### src/rtl/vdic_dut_2022_pkg.sv
// Shared types for the ALU command sequencer: operation codes, status flags, sequencer states.
package vdic_dut_2022_pkg;

  typedef enum logic [7:0] {
    CMD_NOP = 8'h00,
    CMD_AND = 8'h01,
    CMD_OR  = 8'h02,
    CMD_XOR = 8'h03,
    CMD_ADD = 8'h10,
    CMD_SUB = 8'h20
  } operation_t;

  typedef enum logic [7:0] {
    S_NO_ERROR             = 8'h00,
    S_MISSING_DATA         = 8'h01,
    S_DATA_STACK_OVERFLOW  = 8'h02,
    S_OUTPUT_FIFO_OVERFLOW = 8'h04,
    S_DATA_PARITY_ERROR    = 8'h20,
    S_COMMAND_PARITY_ERROR = 8'h40,
    S_INVALID_COMMAND      = 8'h80
  } stat_t;

  typedef enum logic [2:0] {
    ST_COLLECT = 3'd0,
    ST_CHECK   = 3'd1,
    ST_ISSUE   = 3'd2,
    ST_WAIT    = 3'd3,
    ST_EMIT    = 3'd4
  } seq_state_t;

  // Flags that make the frame unusable: no fold, result forced to zero.
  localparam logic [7:0] ABORT_MASK = 8'h01 | 8'h40 | 8'h80;

  function automatic logic is_known_cmd(input logic [7:0] c);
    case (c)
      CMD_NOP, CMD_AND, CMD_OR, CMD_XOR, CMD_ADD, CMD_SUB: return 1'b1;
      default: return 1'b0;
    endcase
  endfunction

endpackage

### src/rtl/alu_operand_stack.sv
// Operand store for one frame: append-only push, bulk clear, random-access read.
module alu_operand_stack #(
  parameter int unsigned DEPTH = 9,
  parameter int unsigned W     = 16,
  parameter int unsigned CW    = $clog2(DEPTH + 1)
) (
  input  logic          clk,
  input  logic          rst,
  input  logic          push_i,
  input  logic [W-1:0]  data_i,
  input  logic          clear_i,
  input  logic [CW-1:0] rd_idx_i,
  output logic [W-1:0]  rd_data_o,
  output logic [CW-1:0] count_o,
  output logic          full_o
);

  localparam int unsigned AW = (DEPTH > 1) ? $clog2(DEPTH) : 1;

  logic [W-1:0]  mem_q [DEPTH];
  logic [CW-1:0] count_q;

  assign full_o  = (count_q == CW'(DEPTH));
  assign count_o = count_q;

  always_ff @(posedge clk) begin
    if (rst || clear_i) begin
      count_q <= '0;
    end else if (push_i && !full_o) begin
      count_q <= count_q + 1'b1;
    end
  end

  always_ff @(posedge clk) begin
    if (push_i && !full_o) begin
      mem_q[AW'(count_q)] <= data_i;
    end
  end

  always_comb begin
    rd_data_o = '0;
    if (rd_idx_i < CW'(DEPTH)) begin
      rd_data_o = mem_q[AW'(rd_idx_i)];
    end
  end

endmodule

### src/rtl/alu_cmd_sequencer.sv
// Collects data words and a command, folds the words through an external ALU, emits one result frame.
module alu_cmd_sequencer
  import vdic_dut_2022_pkg::*;
#(
  parameter int unsigned STACK_DEPTH = 9,
  parameter int unsigned DW          = 8
) (
  input  logic            clk,
  input  logic            rst,
  input  logic            in_valid,
  output logic            in_ready,
  input  logic [DW-1:0]   in_data,
  input  logic            in_ctl,
  input  logic            in_par,
  output logic            alu_req,
  input  logic            alu_ack,
  output logic [7:0]      alu_op,
  output logic [2*DW-1:0] alu_a,
  output logic [2*DW-1:0] alu_b,
  input  logic [2*DW-1:0] alu_result,
  output logic            out_valid,
  input  logic            out_ready,
  output logic [2*DW-1:0] out_data,
  output logic [7:0]      out_status
);

  localparam int unsigned RW = 2 * DW;
  localparam int unsigned CW = $clog2(STACK_DEPTH + 1);

  seq_state_t    state_q, state_d;
  logic [7:0]    cmd_q, cmd_d;
  logic [7:0]    flags_q, flags_d;
  logic [RW-1:0] acc_q, acc_d;
  logic [CW-1:0] idx_q, idx_d;

  logic          stk_push, stk_clear, stk_full;
  logic [CW-1:0] stk_rd_idx, stk_count;
  logic [RW-1:0] stk_rd_data;

  logic          in_fire, par_err;
  logic [7:0]    chk_flags;

  alu_operand_stack #(
    .DEPTH (STACK_DEPTH),
    .W     (RW),
    .CW    (CW)
  ) u_stack (
    .clk       (clk),
    .rst       (rst),
    .push_i    (stk_push),
    .data_i    (RW'(in_data)),
    .clear_i   (stk_clear),
    .rd_idx_i  (stk_rd_idx),
    .rd_data_o (stk_rd_data),
    .count_o   (stk_count),
    .full_o    (stk_full)
  );

  assign in_fire    = in_valid && (state_q == ST_COLLECT);
  assign par_err    = ^{in_par, in_ctl, in_data};
  assign stk_rd_idx = (state_q == ST_CHECK) ? '0 : idx_q;

  always_comb begin
    chk_flags = flags_q;
    if (!is_known_cmd(cmd_q)) chk_flags = chk_flags | 8'(S_INVALID_COMMAND);
    if (stk_count < CW'(2))   chk_flags = chk_flags | 8'(S_MISSING_DATA);
  end

  always_comb begin
    state_d   = state_q;
    cmd_d     = cmd_q;
    flags_d   = flags_q;
    acc_d     = acc_q;
    idx_d     = idx_q;
    stk_push  = 1'b0;
    stk_clear = 1'b0;

    case (state_q)
      ST_COLLECT: begin
        if (in_fire) begin
          if (in_ctl) begin
            cmd_d   = in_data;
            state_d = ST_CHECK;
            if (par_err) flags_d = flags_d | 8'(S_COMMAND_PARITY_ERROR);
          end else begin
            if (stk_full) flags_d = flags_d | 8'(S_DATA_STACK_OVERFLOW);
            else          stk_push = 1'b1;
            if (par_err) flags_d = flags_d | 8'(S_DATA_PARITY_ERROR);
          end
        end
      end

      // Overflow and data-parity flags are reported but still let the fold run.
      ST_CHECK: begin
        flags_d = chk_flags;
        if ((chk_flags & ABORT_MASK) != 8'h00) begin
          acc_d   = '0;
          state_d = ST_EMIT;
        end else if (cmd_q == CMD_NOP) begin
          if (chk_flags != 8'h00) begin
            acc_d   = '0;
            state_d = ST_EMIT;
          end else begin
            stk_clear = 1'b1;
            state_d   = ST_COLLECT;
          end
        end else begin
          acc_d   = stk_rd_data;
          idx_d   = CW'(1);
          state_d = ST_ISSUE;
        end
      end

      ST_ISSUE: state_d = ST_WAIT;

      ST_WAIT: begin
        if (alu_ack) begin
          acc_d   = alu_result;
          idx_d   = idx_q + 1'b1;
          state_d = ((idx_q + 1'b1) == stk_count) ? ST_EMIT : ST_ISSUE;
        end
      end

      ST_EMIT: begin
        if (out_ready) begin
          stk_clear = 1'b1;
          flags_d   = '0;
          acc_d     = '0;
          idx_d     = '0;
          state_d   = ST_COLLECT;
        end
      end

      default: state_d = ST_COLLECT;
    endcase
  end

  always_ff @(posedge clk) begin
    if (rst) begin
      state_q <= ST_COLLECT;
      cmd_q   <= '0;
      flags_q <= '0;
      acc_q   <= '0;
      idx_q   <= '0;
    end else begin
      state_q <= state_d;
      cmd_q   <= cmd_d;
      flags_q <= flags_d;
      acc_q   <= acc_d;
      idx_q   <= idx_d;
    end
  end

  assign in_ready   = (state_q == ST_COLLECT);
  assign alu_req    = (state_q == ST_ISSUE) || (state_q == ST_WAIT);
  assign alu_op     = cmd_q;
  assign alu_a      = acc_q;
  assign alu_b      = stk_rd_data;
  assign out_valid  = (state_q == ST_EMIT);
  assign out_data   = out_valid ? acc_q : '0;
  assign out_status = out_valid ? flags_q : '0;

endmodule
### config.mk
export PLATFORM = sky130hd
export DESIGN_NAME = alu_cmd_sequencer
export DESIGN_NICKNAME = d
export VERILOG_FILES = /design/src/rtl/vdic_dut_2022_pkg.sv /design/src/rtl/alu_operand_stack.sv /design/src/rtl/alu_cmd_sequencer.sv
export SDC_FILE = /design/constraint.sdc
export NUM_CORES = 1
export LEC_CHECK = 0
export ABC_AREA = 1
export BUFFER_PORTS_ARGS = -buffer_cell sky130_fd_sc_hd__buf_2
export CORE_MARGIN = 8
export CORE_UTILIZATION = 65
export CTS_BUF_LIST = sky130_fd_sc_hd__clkbuf_8
export DETAILED_ROUTE_END_ITERATION = 10
export GPL_ROUTABILITY_DRIVEN = 1
export HOLD_SLACK_MARGIN = 0.1
export PLACE_DENSITY = 0.87
export REMOVE_ABC_BUFFERS = 1
export SETUP_SLACK_MARGIN = 0.5
export SYNTH_ARGS = -nofsm -noshare
export SYNTH_HDL_FRONTEND = slang
export SYNTH_HIERARCHICAL = 1
export SYNTH_SLANG_ARGS = --single-unit
### constraint.sdc
create_clock -name clk -period 10.7 [get_ports clk]
set_input_delay 1.605 -clock clk [delete_from_list [all_inputs] [get_ports clk]]
set_output_delay 1.605 -clock clk [all_outputs]
set_load 0.01 [all_outputs]
### Word level (Yosys, flattened, before mapping)

Memory sizes are Yosys's and may differ from the RTL's.
Index checks and enable logic that the tools add are counted.

* memory bits (writable): 72
* register bits: 43
* word-level logic and storage cells: 99
* output and inout bits: 67
* memories: 1

Memory list
* u_stack.mem_q: words 9, bits a word 8, read ports 1, clocked after Yosys merged registers in 0, wr ports 1, RTL line alu_operand_stack.sv:20 `logic [W-1:0] mem_q [DEPTH];`

* equal/unequal tests: 21
* muxes and demuxes: 45
* add/subtract/negate cells: 2
* order comparisons: 2
* reductions and logical operators: 20

Operators by type and width (count)
* 2-to-1 mux 16 bit: 7
* one-hot mux 16 bit (3 select lines): 1
* 2-to-1 mux 8 bit: 5
* 2-to-1 mux 3 bit: 8
* one-hot mux 8 bit (3 select lines): 1
* 2-to-1 mux 4 bit: 5
* equality test 8 x 2 -> 1 bit (second input constant): 2
* AND reduction 4 bit: 4
* nonzero test 8 bit: 2
* one-hot mux 3 bit (5 select lines): 1
* 2-to-1 mux 1 bit: 12
* one-hot mux 4 bit (3 select lines): 1
* AND reduction 5 bit: 2
* parity 10 bit: 1
* adder 4 x 1 -> 4 bit (second input constant): 2
* equality test 8 x 1 -> 1 bit (second input constant): 1
* equality test 8 x 5 -> 1 bit (second input constant): 1
* equality test 8 x 6 -> 1 bit (second input constant): 1
* logical NOT 8 bit: 1
* inequality test 2 x 1 -> 1 bit (second input constant): 4
* inequality test 2 bit (second input constant): 4
* 2-to-1 mux 7 bit: 1
* equality test 3 x 2 -> 1 bit (second input constant): 2
* 2-to-1 mux 6 bit: 1
* 17 further kinds: 20

### Longest topological paths before layout

* depth in word-level cells: 11
* gate-level depth with buffers: 17

### By module

The synthesis kept the hierarchy.

By module, submodules not included
* alu_operand_stack: instances 1, area an instance 6179.7 um^2, cells each 537
* alu_cmd_sequencer: instances 1, area an instance 2317.2 um^2, cells each 391

### Worst setup path after synthesis

No wires, ideal clock.

* path type: input to register
* start: input in_valid
* end: memory u_stack/mem_q[8][0] in the netlist's numbering (enable)
* cell stages on the path: 4
* arrival: 3772 ps
* path buffers: 0
* slack: 6497 ps
* setup time: 430 ps
* cell sequence: inv_1 nor4_1 nand2_2 nor4_1

* cells in the longest elaborated chain, start to end: 6

RTL lines
* from (decl): RTL line alu_cmd_sequencer.sv:10 `input logic in_valid,`
* logical AND 1 bit: RTL line alu_cmd_sequencer.sv:59 `assign in_fire = in_valid && (state_q == ST_COLLECT);`
* 2-to-1 mux 1 bit: RTL line alu_cmd_sequencer.sv:80 `if (in_fire) begin`
* 2-to-1 mux 1 bit: RTL line alu_cmd_sequencer.sv:78 `case (state_q)`
* named net stk_push: RTL line alu_cmd_sequencer.sv:36 `logic stk_push, stk_clear, stk_full;`
* logical AND 1 bit: RTL line alu_operand_stack.sv:35 `if (push_i && !full_o) begin`
* 2-to-1 mux 1 bit: RTL line alu_operand_stack.sv:35
* 2-to-1 mux 1 bit (implied by the code): RTL line alu_operand_stack.sv:36 `mem_q[AW'(count_q)] <= data_i;`
* to (decl): RTL line alu_operand_stack.sv:20

The timed path passes the listed nets, and every way through them passes these cells.

### Final worst setup path

* start: register state_q[2]
* end: output alu_b[0]

* cells in the longest elaborated chain, start to end: 4
* elaborated cells between the ends (all ways): 5

RTL lines
* from (decl): RTL line alu_cmd_sequencer.sv:30 `seq_state_t state_q, state_d;`
* from (signal assigned): RTL line alu_cmd_sequencer.sv:146 `state_q <= state_d;`
* equality test 3 x 1 -> 1 bit *: RTL line alu_cmd_sequencer.sv:61 `assign stk_rd_idx = (state_q == ST_CHECK) ? '0 : idx_q;`
* 2-to-1 mux 4 bit *: RTL line alu_cmd_sequencer.sv:61
* named net stk_rd_idx[0]: RTL line alu_cmd_sequencer.sv:37 `logic [CW-1:0] stk_rd_idx, stk_count;`
* memory read (9 x 8 bit) or less-than comparator 4 bit (tied branches)
* 2-to-1 mux 16 bit *: RTL line alu_operand_stack.sv:42 `if (rd_idx_i < CW'(DEPTH)) begin`
* to (decl): RTL line alu_cmd_sequencer.sv:19 `output logic [2*DW-1:0] alu_b,`

Mark *: on every way through the listed nets, which the timed path passes. The rest lies on a longest branch.

==> metrics.md <==
| Metric | Value |
|---|---|
| Run status | `finished clean` |
| Worst hold slack | `0.4685 ns` |
| Final Hold Viols | `0` |
| CORE AREA | `roughly 13000 um^2` |
| Clock Sinks | `184` |
| Top Layer Used | `met4` |
| Critical Path Start Type | `register` |
| Total global-route track usage | `around a quarter` |
| Worst vdd ir | `around 0.000079 V` |
| Routed WL | `20360 um` |
| Setup Skew | `~0.0089 ns` |
| Routed Antenna Nets | `0` |
| Worst hold path depth | `2` |
| Critical Path RT | `just over 9 ns` |
| Antenna violations before repair | `0` |
| Final setup vio count | `0` |
| Pre-Repair DR Iteration Count | `5` |
| Hold Path Class | `register to register` |
| Met3 wire length | `1613 um` |
| Class of the most critical setup path | `register to output port` |
| Die outline area | `around 17000 um^2` |
| Crit share post-route | `48.26%` |
| Pin count of the biggest net entering global routing | `67` |
| CP arrival | `3.56 ns` |
| Post-DP HPWL | `about 13000 um` |
| Seq/Total Area, Yosys | `slightly above 60%` |
| Post-cts resize count | `0` |
| Synth-to-layout area growth | `13.87%` |
| Top_reg_cell synth | `edfxtp_1` |
| Post-CTS setup buffers | `0` |
| Final GP Congestion | `0.8767` |
| Fill cells | `870` |
| Clock-pin slew on the worst setup and hold paths | `0.09 ns` |
| Post-CTS Hold Buffers | `0` |
| CTS tree | `done` |
| IO Pins | `98` |
| Pwr dens | `around 150 nW/um^2` |
| First-pass GRT wire length | `31480 um` |
| Share of cells above drive strength 1 | `15.04%` |
| Met2 wire length | `about 10000 um` |
| Via-to-Cell Ratio | `approximately 5.3` |
| RSZ-0062 raised after global routing | `false` |
| Later-pin clock latency in the skew report | `roughly 0.46 ns` |
| R2R depth | `14` |
| Overflow after GRT | `0` |
| Reg-to-reg setup timing slack | `roughly 7.3 ns` |
| Die H | `~130 um` |
| Starting DRT DRC Count | `about 700` |
| # diodes | `0` |
| Core Rows | `between 40 and 50` |
| Mapped Area | `between 8000 and 9000 um^2` |
| #FFs+latches synth | `about 180` |
| Max clock buf depth | `2` |
| Leak pwr | `around 4.3 nW` |
| WHS Endpoint | `flags_q[0]` |
| Worst Setup SP | `state_q[2]` |
| Gate Count Post-Synth | `roughly 930` |
| Rel. slew slack | `around a quarter` |
| Die X | `around 130 um` |
| Yosys warns | `6` |
| Setup TNS | `0 ns` |
| Residual DRC | `0` |
| Nets | `about 1100` |
| Worst setup EP type | `output port` |
| Max-slew violation count | `0` |
| Fmax | `a little under 200 MHz` |
| Vias in the first global route | `roughly 6400` |
| IO Port Bufs | `between 90 and 100` |
| H-tree Lvls | `4` |
| Synthesized area per cell | `~9.2 um^2` |
| Critical R2R Capture | `alu_a[8]` |
| Period minus WS final | `between 5 and 6 ns` |
| Slew @ Worst Pin | `1.104 ns` |
| Synth cell types | `35` |
| Worst R2R Start | `state_q[2]` |
| Max-Cap Viols | `0` |
| Synth async-reset ratio | `0%` |
| Initial Util | `67.06%` |
| Wire length per cell | `~16 um` |
| CTS buffer count | `17` |
| Detailed-route via count | `6704` |
| CTS root buffer | `clkbuf_8` |
| WL met1 | `7745 um` |
| Number of synthesized flops with an enable pin | `around 140` |
| Hold wc startpoint | `flags_q[0]` |
| Max FO, Critical Path | `66` |
==> sequential cells by signal (all words and copies together) (netlist names) <==
register / cells
u_stack/mem_q: 144
flags_q: 5
idx_q: 4
state_q: 3
u_stack/count_o: 4
alu_a: 16
alu_op: 8
==> worst max-delay path, cell delays in order, from the launching register on <==
cell and delay [ns]:
dfxtp_1 0.43, inv_1 0.15, nand3_2 0.19, nand2_1 0.09, inv_2 0.05, buf_4 0.55
inv_2 0.64, nand2_1 0.20, nand3_1 0.13, nand3_1 0.16, nand3_1 0.15, nand2_1 0.10
inv_1 0.06, buf_2 0.14
==> how the worst max path moves through the flow <==
stage	end	slack, ns	cells after the start
after floorplan	alu_b[0]	6.11	9
after global placement	alu_b[13]	6.16	13
after detailed placement	alu_b[4]	6.13	13
after CTS	alu_b[8]	5.58	11
after global routing	alu_b[2]	5.22	13
final	alu_b[0]	5.54	13
==> placed cells by master, fill, tap and decap left out, drive strengths merged, types with 3 or more instances in the layout <==
cell	netlist	final
nand2	298	298
buf	31	104
edfxtp	144	144
o21ai	30	30
nor3	7	7
dfxtp	40	40
ha	5	5
xnor2	5	5
inv	87	89
a21oi	24	24
xor2	6	6
nand3	114	114
conb	1	75
nor4	3	3
clkbuf	10	17
nor2	109	109
nand4	6	6
clkinv	0	9
==> cell families after synthesis <==
logic type	count (synthesis)	share of synthesized area (%)
multiplexers	1	0.1178
XOR/XNOR	11	1.134
buffers and inverters	128	7.083
flip-flops	184	60.32
AND/OR/NAND/NOR	540	26.87
other	1	0.04413
AO/OA/AOI/OAI	58	3.696
adder cells (fa/ha/maj)	5	0.7363
==> per-stage QoR <==
step	util, %	instances	worst slack [ns]	cell area [um^2]	power [W]
6_report	76.36	1269	5.536	9676	0.001428
5_1_grt	76.36	1269	5.219	9676	0.001487
4_1_cts	76.36	1269	5.581	9676	0.001431
3_5_place_dp	73.42	1237	6.128	9303	0.001001
3_3_place_gp	73.42	1237	6.160	9303	0.0009963
2_1_floorplan	-	961	6.112	8499	0.0009328
==> metal layers <==
layer / GRT usage (%) / up-vias
li1: - / 3271
met4: 12.42 / 0
met3: 4.651 / 44
met1: 29.36 / 3078
met5: 0 / -
met2: 41.96 / 311
==> power breakdown <==
group | leakage [nW] | total (W) | internal, W | switching [W]
logic | 2.45 | 0.000191 | 0.0000585 | 0.000132
registers | 1.63 | 0.000798 | 0.000788 | 0.0000103
clock network | 0.190 | 0.000439 | 0.000203 | 0.000236
==> cell type report <==
cell class	instances	area, um^2	area share, %
sequential	184	5125	52.97
clock buffer	17	234.0	2.418
multi-input combinational	690	3090	31.94
tap	172	215.2	2.224
timing repair buffer	104	545.5	5.638
clock inverter	15	138.9	1.435
inverter	87	326.6	3.375
==> Yosys cell counts, types with 9 or more instances <==
| cell type | instances | area share (%) |
|---|---|---|
| buf_4 | 9 | 0.80 |
| nand2_1 | 294 | 13 |
| o21ai_1 | 9 | 0.53 |
| nand3_1 | 112 | 6.6 |
| edfxtp_1 | 144 | 51 |
| inv_1 | 78 | 3.4 |
| inv_2 | 9 | 0.40 |
| buf_2 | 10 | 0.59 |
| clkbuf_1 | 10 | 0.44 |
| o21ai_0 | 21 | 1.2 |
| dfxtp_1 | 40 | 9.4 |
| nor2_1 | 102 | 4.5 |
| buf_6 | 10 | 1.3 |
| a21oi_1 | 24 | 1.4 |
(Power assumes the default switching activity.)
